[src/rtl/hzd_pkg.sv]
// rtl/hzd_pkg.sv - shared defaults, stage record and mode encoding for the hazard controller
package hzd_pkg;

    localparam int ADDR_W_DEF      = 4;
    localparam int NUM_SRC_DEF     = 2;
    localparam int BYP_STAGES_DEF  = 2;
    localparam int MUL_LAT_DEF     = 3;
    localparam int FLUSH_DEPTH_DEF = 2;

    localparam int CNT_W      = 4;
    localparam int MAX_ADDR_W = 8;

    // dst is stored zero-extended so one record type serves any ADDR_W up to MAX_ADDR_W
    typedef struct packed {
        logic                  valid;
        logic                  we;
        logic [MAX_ADDR_W-1:0] dst;
        logic                  is_load;
    } stage_t;

    typedef enum logic [2:0] {
        MODE_RUN,
        MODE_FLUSH,
        MODE_MUL,
        MODE_LOAD_USE,
        MODE_HALT
    } hzd_mode_t;

endpackage

[src/rtl/hzd_if.sv]
// rtl/hzd_if.sv - ID-stage request and hazard response bundle
interface hzd_if
    import hzd_pkg::*;
#(
    parameter int ADDR_W     = ADDR_W_DEF,
    parameter int NUM_SRC    = NUM_SRC_DEF,
    parameter int BYP_STAGES = BYP_STAGES_DEF
);
    logic                          id_valid;
    logic [NUM_SRC*ADDR_W-1:0]     id_src_addr;
    logic [NUM_SRC-1:0]            id_src_re;
    logic [ADDR_W-1:0]             id_dst_addr;
    logic                          id_rf_we;
    logic                          id_is_load;
    logic                          id_is_mul;
    logic                          id_is_hlt;
    logic                          flow_change;
    logic                          stall_if;
    logic                          bubble_id;
    logic [NUM_SRC*BYP_STAGES-1:0] byp_sel;
    logic                          mul_busy;
    logic                          hlt_done;

    modport master (
        output id_valid, id_src_addr, id_src_re, id_dst_addr, id_rf_we,
               id_is_load, id_is_mul, id_is_hlt, flow_change,
        input  stall_if, bubble_id, byp_sel, mul_busy, hlt_done
    );

    modport slave (
        input  id_valid, id_src_addr, id_src_re, id_dst_addr, id_rf_we,
               id_is_load, id_is_mul, id_is_hlt, flow_change,
        output stall_if, bubble_id, byp_sel, mul_busy, hlt_done
    );

endinterface

[src/rtl/hzd_byp_match.sv]
// rtl/hzd_byp_match.sv - one source port against all in-flight stages, youngest match wins
module hzd_byp_match
    import hzd_pkg::*;
#(
    parameter int ADDR_W     = ADDR_W_DEF,
    parameter int BYP_STAGES = BYP_STAGES_DEF
) (
    input  logic [ADDR_W-1:0]           src_addr,
    input  logic                        src_re,
    input  stage_t [BYP_STAGES-1:0]     stages,
    output logic [BYP_STAGES-1:0]       sel,
    output logic                        src_ld
);
    logic [BYP_STAGES-1:0] hit;

    always_comb begin
        hit    = '0;
        sel    = '0;
        src_ld = 1'b0;
        for (int s = 0; s < BYP_STAGES; s++) begin
            hit[s] = src_re & stages[s].valid & stages[s].we &
                     (stages[s].dst == MAX_ADDR_W'(src_addr)) & (src_addr != '0);
        end
        // scan oldest to youngest so the youngest hit overwrites
        for (int s = BYP_STAGES - 1; s >= 0; s--) begin
            if (hit[s]) begin
                sel    = '0;
                sel[s] = 1'b1;
                src_ld = stages[s].is_load;
            end
        end
    end

endmodule

[src/rtl/hzd_ctrl.sv]
// rtl/hzd_ctrl.sv - pipeline hazard controller: forwarding select, load-use, multiply, flush and halt
module hzd_ctrl
    import hzd_pkg::*;
#(
    parameter int ADDR_W      = ADDR_W_DEF,
    parameter int NUM_SRC     = NUM_SRC_DEF,
    parameter int BYP_STAGES  = BYP_STAGES_DEF,
    parameter int MUL_LAT     = MUL_LAT_DEF,
    parameter int FLUSH_DEPTH = FLUSH_DEPTH_DEF
) (
    input  logic  clk,
    input  logic  rst,
    hzd_if.slave  bus
);
    stage_t [BYP_STAGES-1:0]       entries, entries_d;
    logic [CNT_W-1:0]              mul_cnt, mul_cnt_d, flush_cnt, flush_cnt_d;
    logic                          hlt_pending, hlt_pending_d, hlt_done_q, hlt_done_d;
    logic [NUM_SRC*BYP_STAGES-1:0] byp_sel_q, byp_sel_d, match_sel;
    logic [NUM_SRC-1:0]            ld_hit;
    logic                          flush_act, mul_act, load_use, all_idle, accept;
    hzd_mode_t                     mode;

    for (genvar k = 0; k < NUM_SRC; k++) begin : g_src
        logic [BYP_STAGES-1:0] sel;
        logic                  src_ld;

        hzd_byp_match #(
            .ADDR_W     (ADDR_W),
            .BYP_STAGES (BYP_STAGES)
        ) u_match (
            .src_addr (bus.id_src_addr[k*ADDR_W +: ADDR_W]),
            .src_re   (bus.id_src_re[k]),
            .stages   (entries),
            .sel      (sel),
            .src_ld   (src_ld)
        );

        assign match_sel[k*BYP_STAGES +: BYP_STAGES] = sel;
        assign ld_hit[k] = sel[0] & src_ld;
    end

    always_comb begin
        flush_act = bus.flow_change | (flush_cnt != '0);
        mul_act   = (mul_cnt != '0);
        load_use  = bus.id_valid & (|ld_hit);
        all_idle  = 1'b1;
        for (int s = 0; s < BYP_STAGES; s++) begin
            if (entries[s].valid) all_idle = 1'b0;
        end
        if (rst)              mode = MODE_RUN;
        else if (flush_act)   mode = MODE_FLUSH;
        else if (mul_act)     mode = MODE_MUL;
        else if (load_use)    mode = MODE_LOAD_USE;
        else if (hlt_pending) mode = MODE_HALT;
        else                  mode = MODE_RUN;
    end

    always_comb begin
        accept    = (mode == MODE_RUN) & bus.id_valid;
        entries_d = entries;
        if (!mul_act) begin
            entries_d[0].valid   = accept;
            entries_d[0].we      = bus.id_rf_we;
            entries_d[0].dst     = MAX_ADDR_W'(bus.id_dst_addr);
            entries_d[0].is_load = bus.id_is_load;
        end
        // a frozen EX hands a bubble to DM; everything older keeps draining
        for (int s = 1; s < BYP_STAGES; s++) begin
            entries_d[s] = (mul_act && s == 1) ? '0 : entries[s-1];
        end

        if (accept && bus.id_is_mul) mul_cnt_d = CNT_W'(MUL_LAT - 1);
        else if (mul_act)            mul_cnt_d = mul_cnt - CNT_W'(1);
        else                         mul_cnt_d = mul_cnt;

        if (bus.flow_change)         flush_cnt_d = CNT_W'(FLUSH_DEPTH - 1);
        else if (flush_cnt != '0)    flush_cnt_d = flush_cnt - CNT_W'(1);
        else                         flush_cnt_d = flush_cnt;

        hlt_pending_d = hlt_pending | (accept & bus.id_is_hlt);
        hlt_done_d    = hlt_done_q | (hlt_pending & all_idle & ~mul_act);

        // kept free of flow_change so the select register has no path from branch resolve
        if (mul_act)                                    byp_sel_d = byp_sel_q;
        else if (load_use || hlt_pending || !bus.id_valid) byp_sel_d = '0;
        else                                            byp_sel_d = match_sel;
    end

    always_comb begin
        bus.stall_if  = mode inside {MODE_MUL, MODE_LOAD_USE, MODE_HALT};
        bus.bubble_id = mode inside {MODE_FLUSH, MODE_LOAD_USE, MODE_HALT};
        bus.mul_busy  = mul_act & ~rst;
        bus.hlt_done  = hlt_done_d & ~rst;
        bus.byp_sel   = byp_sel_q;
    end

    always_ff @(posedge clk) begin
        if (rst) begin
            entries     <= '0;
            mul_cnt     <= '0;
            flush_cnt   <= '0;
            hlt_pending <= 1'b0;
            hlt_done_q  <= 1'b0;
            byp_sel_q   <= '0;
        end else begin
            entries     <= entries_d;
            mul_cnt     <= mul_cnt_d;
            flush_cnt   <= flush_cnt_d;
            hlt_pending <= hlt_pending_d;
            hlt_done_q  <= hlt_done_d;
            byp_sel_q   <= byp_sel_d;
        end
    end

endmodule

[src/flat_wrapper.sv]
// flat-port wrapper written by rule: the top's interface ports become plain ports
module hzd_ctrl_flat import hzd_pkg::*;
#(
    parameter int ADDR_W      = ADDR_W_DEF,
    parameter int NUM_SRC     = NUM_SRC_DEF,
    parameter int BYP_STAGES  = BYP_STAGES_DEF,
    parameter int MUL_LAT     = MUL_LAT_DEF,
    parameter int FLUSH_DEPTH = FLUSH_DEPTH_DEF
)
  (clk, rst, bus_id_valid, bus_id_src_addr, bus_id_src_re, bus_id_dst_addr, bus_id_rf_we, bus_id_is_load, bus_id_is_mul, bus_id_is_hlt, bus_flow_change, bus_stall_if, bus_bubble_id, bus_byp_sel, bus_mul_busy, bus_hlt_done);
  hzd_if #(.ADDR_W(ADDR_W), .NUM_SRC(NUM_SRC), .BYP_STAGES(BYP_STAGES)) bus_i ();
  input  logic clk;
  input  logic rst;
  input wire logic [$bits(bus_i.id_valid)-1:0] bus_id_valid;
  input wire logic [$bits(bus_i.id_src_addr)-1:0] bus_id_src_addr;
  input wire logic [$bits(bus_i.id_src_re)-1:0] bus_id_src_re;
  input wire logic [$bits(bus_i.id_dst_addr)-1:0] bus_id_dst_addr;
  input wire logic [$bits(bus_i.id_rf_we)-1:0] bus_id_rf_we;
  input wire logic [$bits(bus_i.id_is_load)-1:0] bus_id_is_load;
  input wire logic [$bits(bus_i.id_is_mul)-1:0] bus_id_is_mul;
  input wire logic [$bits(bus_i.id_is_hlt)-1:0] bus_id_is_hlt;
  input wire logic [$bits(bus_i.flow_change)-1:0] bus_flow_change;
  output wire logic [$bits(bus_i.stall_if)-1:0] bus_stall_if;
  output wire logic [$bits(bus_i.bubble_id)-1:0] bus_bubble_id;
  output wire logic [$bits(bus_i.byp_sel)-1:0] bus_byp_sel;
  output wire logic [$bits(bus_i.mul_busy)-1:0] bus_mul_busy;
  output wire logic [$bits(bus_i.hlt_done)-1:0] bus_hlt_done;
  assign bus_i.id_valid = bus_id_valid;
  assign bus_i.id_src_addr = bus_id_src_addr;
  assign bus_i.id_src_re = bus_id_src_re;
  assign bus_i.id_dst_addr = bus_id_dst_addr;
  assign bus_i.id_rf_we = bus_id_rf_we;
  assign bus_i.id_is_load = bus_id_is_load;
  assign bus_i.id_is_mul = bus_id_is_mul;
  assign bus_i.id_is_hlt = bus_id_is_hlt;
  assign bus_i.flow_change = bus_flow_change;
  assign bus_stall_if = bus_i.stall_if;
  assign bus_bubble_id = bus_i.bubble_id;
  assign bus_byp_sel = bus_i.byp_sel;
  assign bus_mul_busy = bus_i.mul_busy;
  assign bus_hlt_done = bus_i.hlt_done;
  hzd_ctrl #(.ADDR_W(ADDR_W), .NUM_SRC(NUM_SRC), .BYP_STAGES(BYP_STAGES), .MUL_LAT(MUL_LAT), .FLUSH_DEPTH(FLUSH_DEPTH)) u_core (.clk(clk), .rst(rst), .bus(bus_i));
endmodule
[config.mk]
export PLATFORM = sky130hd
export DESIGN_NAME = hzd_ctrl_flat
export DESIGN_NICKNAME = d
export VERILOG_FILES = /design/src/rtl/hzd_pkg.sv /design/src/rtl/hzd_if.sv /design/src/rtl/hzd_byp_match.sv /design/src/rtl/hzd_ctrl.sv /design/src/flat_wrapper.sv
export SDC_FILE = /design/constraint.sdc
export NUM_CORES = 1
export LEC_CHECK = 0
export ABC_AREA = 0
export CORE_ASPECT_RATIO = 0.6
export CORE_MARGIN = 2
export CORE_UTILIZATION = 45
export DETAILED_ROUTE_END_ITERATION = 12
export PLACE_DENSITY = 0.83
export SLEW_MARGIN = 20
export SYNTH_ARGS = -nofsm -noshare
export SYNTH_HDL_FRONTEND = slang
export SYNTH_HIERARCHICAL = 1
export SYNTH_SLANG_ARGS = --single-unit
[constraint.sdc]
create_clock -name clk -period 2.4 [get_ports clk]
set_input_delay 0.6 -clock clk [delete_from_list [all_inputs] [get_ports clk]]
set_output_delay 0.6 -clock clk [all_outputs]
set_load 0.03 [all_outputs]
==> results.md <==
- Footprint of the multi-input gates: 1069 um^2
- Failing checks: setup timing
- Hold slack: 0.4676 ns
- # hold bufs at CTS: 0
- Total negative slack: -1.380 ns
- Layout net count: 262
- Unrepaired setup endpoints after global routing: yes
- Reg2reg path depth: 8
- DIE WIDTH: 77.19 um
- Switch share: 26.78%
- Die Area: 3699 um^2
- Via count: 1435
- Worst-path clk slew: 0.09 ns
- Post-synth top flop: dfxtp_1
- Cell Chain, Critical Path: buf_4, xnor2_1, nand4_1, nor3_4, mux2i_2, a22o_1, a21oi_2, buf_4, o31ai_2, buf_4
- Buffers added on ports: 29
- Max Cap Viol: 0
- Ys async rst share: 0%
- 1st-pass router iterations: 4
- Final Cell Area: 2290 um^2
- Clk_lat worst skew: 0.27 ns
- Dpl cell area: 2012 um^2
- Core ar.: 2965 um^2
- Synth cell count leaders: dfxtp_1, nand2_1, nor2_1
- CP max stage delay: 0.28 ns
- Critical path's slowest cell: nor3_4
- Largest net degree at the start of global routing: 17
- DRC violations left: 0
- Starting Density: 48.78%
- Biggest area consumer among synthesized cells: dfxtp_1
- Setup-failing EPs final: 2
- Worst path arrival time: 2.49 ns
- Final worst slack: -0.6938 ns
- Layout cells sized above 1: 32.07%
- Starting DRC count in detailed routing: 106
- Final Skew: 0.004539 ns
- Setup CP Type: input port to output port
- HP Class: register to register
- GPL Wtd Cong: 0.9704
- Post-Syn Area: 1446 um^2
- Synth area leaders: dfxtp_1, xnor2_1, nand2_1
- Yosys top cell area share: 38.75%
- Avg Cell Area, Syn: 8.609 um^2
- Vias in the first global route: 1347
- EDFF count, synth: 0
- H-tree levels: 1
- CTS tree: yes
- Pwr Total: 1170 uW
- Cell Rows: 15
- Slew Viols, Final: 0
- Final core utilization: 77.22%
- P per Cell Area: 510.8 nW/um^2
- Yosys warnings: 6
- Leakage: 0.0009788 uW
- Fillers: 196
- Peak supply drop: 0.3051 mV
- Antenna Nets Post-Route: 0
- Die H: 47.92 um
- Run status: finished, violations left
- Seq cells post-synth: 28
- First-pass GRT wire length: 6.417 mm
- Most frequent CP cell: buf_4
- Worst Hold Depth: 2
- Fin crit period: 3.094 ns
- Hpwl dp: 2.799 mm
- N_diodes: 0
- Reg area: 563.0 um^2
- Design internal power: 856.3 uW
- Vias per inst: 5.143
- Synthesis-to-finish area growth: 58.30%
- Count leader, synth: dfxtp_1
- Critical Path End Type: output port
- Clock root cell: clkbuf_8
- Fin crit share: 128.9%
- Final hold violations: 0
- Combinational share of power: 24.9%
- Num CTS Buffers: 3
- NetSw: 313.2 uW
- Distinct cells, synth: 38
- WL per Instance: 15.39 um
- Reg power frac: 44.3%
- Post-synthesis sequential area ratio: 38.75%
- Deepest clock path buffer count: 2
- Synth Instances: 168
- Io pins: 30
- WL final: 4.295 mm
- Maximum clock frequency: 323.2 MHz
- Worst setup SP type: input port
- GRT Total Usage: 23.96%
- Initial antenna violation count: 0
- WP data required: 1.80 ns
- Grt total ovfl: 0
- Clock network fraction of design power: 30.8%
- Max FO, Critical Path: 3
- # clock sinks: 28
cell type report:
cell class                      instances  share of cell area (%)
Timing Repair Buffer                   57                   21.69
Inverter                               10                   1.639
Tap cell                               42                   2.295
Sequential cell                        28                   24.59
Clock buffer                            3                   1.803
Multi-Input combinational cell        138                   46.67
Clock inverter                          1                   1.311
cells by family (layout without fill, tap and decap cells):
group	count (synthesis)	after routing	share of synthesized area, %
AND/OR/NAND/NOR	74	74	29.07
flip-flops	28	28	38.75
AO/OA/AOI/OAI	25	25	12.80
XOR/XNOR	19	19	11.51
buffers and inverters	17	71	4.498
adder cells (fa/ha/maj)	2	2	1.730
multiplexers	2	2	1.384
other	1	16	0.2593
per-layer routing:
| metal | vias up | routed length, um | track usage, % |
|---|---|---|---|
| li1 | 705 | - | - |
| met1 | 676 | 1934 | 28.56 |
| met2 | 48 | 2025 | 43.65 |
| met3 | 6 | 302 | 7.547 |
| met4 | 0 | 32 | 7.143 |
| met5 | - | 0 | 0 |
metrics by stage:
| stage | worst slack (ns) | instances |
|---|---|---|
| after floorplan | -0.2935 | 183 |
| after global placement | -0.9612 | 265 |
| after detailed placement | -1.037 | 265 |
| after CTS | -0.6010 | 277 |
| after global routing | -0.7999 | 279 |
| final | -0.6938 | 279 |
what timing repair did:
action,CTS,global route
gates resized for setup,61,7
pin swaps,18,10
endpoints found under the hold margin,0,0
cloned,0,0
endpoints found under the setup margin,6,4
setup buffers,8,2
cell usage in the layout, fill, tap and decap left out, drive strengths merged, types with 2 or more instances in the layout:
| cell type | Yosys | layout |
|---|---|---|
| buf | 1 | 40 |
| dfxtp | 28 | 28 |
| nand2 | 19 | 19 |
| conb | 1 | 16 |
| clkdlybuf4s50 | 0 | 15 |
| nor2 | 14 | 14 |
| a21oi | 13 | 13 |
| xnor2 | 11 | 11 |
| inv | 10 | 10 |
| nand4 | 8 | 8 |
| xor2 | 8 | 8 |
| and2 | 7 | 7 |
| nor4 | 5 | 5 |
| nor3 | 4 | 4 |
| clkbuf | 6 | 3 |
| nand3b | 3 | 3 |
| nor4b | 3 | 3 |
| dlygate4sd2 | 0 | 2 |
| o22ai | 2 | 2 |
| ha | 2 | 2 |
| o41ai | 2 | 2 |
| and3 | 2 | 2 |
| mux2i | 2 | 2 |
| nand3 | 2 | 2 |
| a2111oi | 2 | 2 |
| or4 | 2 | 2 |
power groups by stage:
| stage | Sequential (uW) | Clock, uW | Combinational [uW] |
|---|---|---|---|
| after floorplan | 519 | 0 | 147 |
| after global placement | 523 | 0 | 239 |
| after detailed placement | 524 | 0 | 246 |
| after CTS | 516 | 366 | 273 |
| after global routing | 523 | 384 | 312 |
| final | 518 | 360 | 292 |
critical path: cells and delay by family:
family                 cells  cell delay (ns)
XOR/XNOR                   1             0.18
multiplexers               1             0.28
AO/OA/AOI/OAI              3             0.45
AND/OR/NAND/NOR            2             0.50
buffers and inverters      3             0.46
sequential cells by signal (all words and copies together), names as in the netlist:
signal and cells:
u_core/flush_cnt 4, u_core/mul_cnt 4, u_core/bus.byp_sel 4, u_core/hlt_done_q 1, u_core/entries 14, u_core/hlt_pending 1
final timing paths:
kind	start	to	slack [ns]
max	bus_id_src_addr[7]	bus_bubble_id	-0.69
min	u_core/hlt_done_q	u_core/hlt_done_q	0.47
max reg2reg	u_core/entries[2]	u_core/hlt_pending	0.18
min reg2reg	u_core/hlt_done_q	u_core/hlt_done_q	0.47
Note: power is estimated with default switching activity, not from simulation.
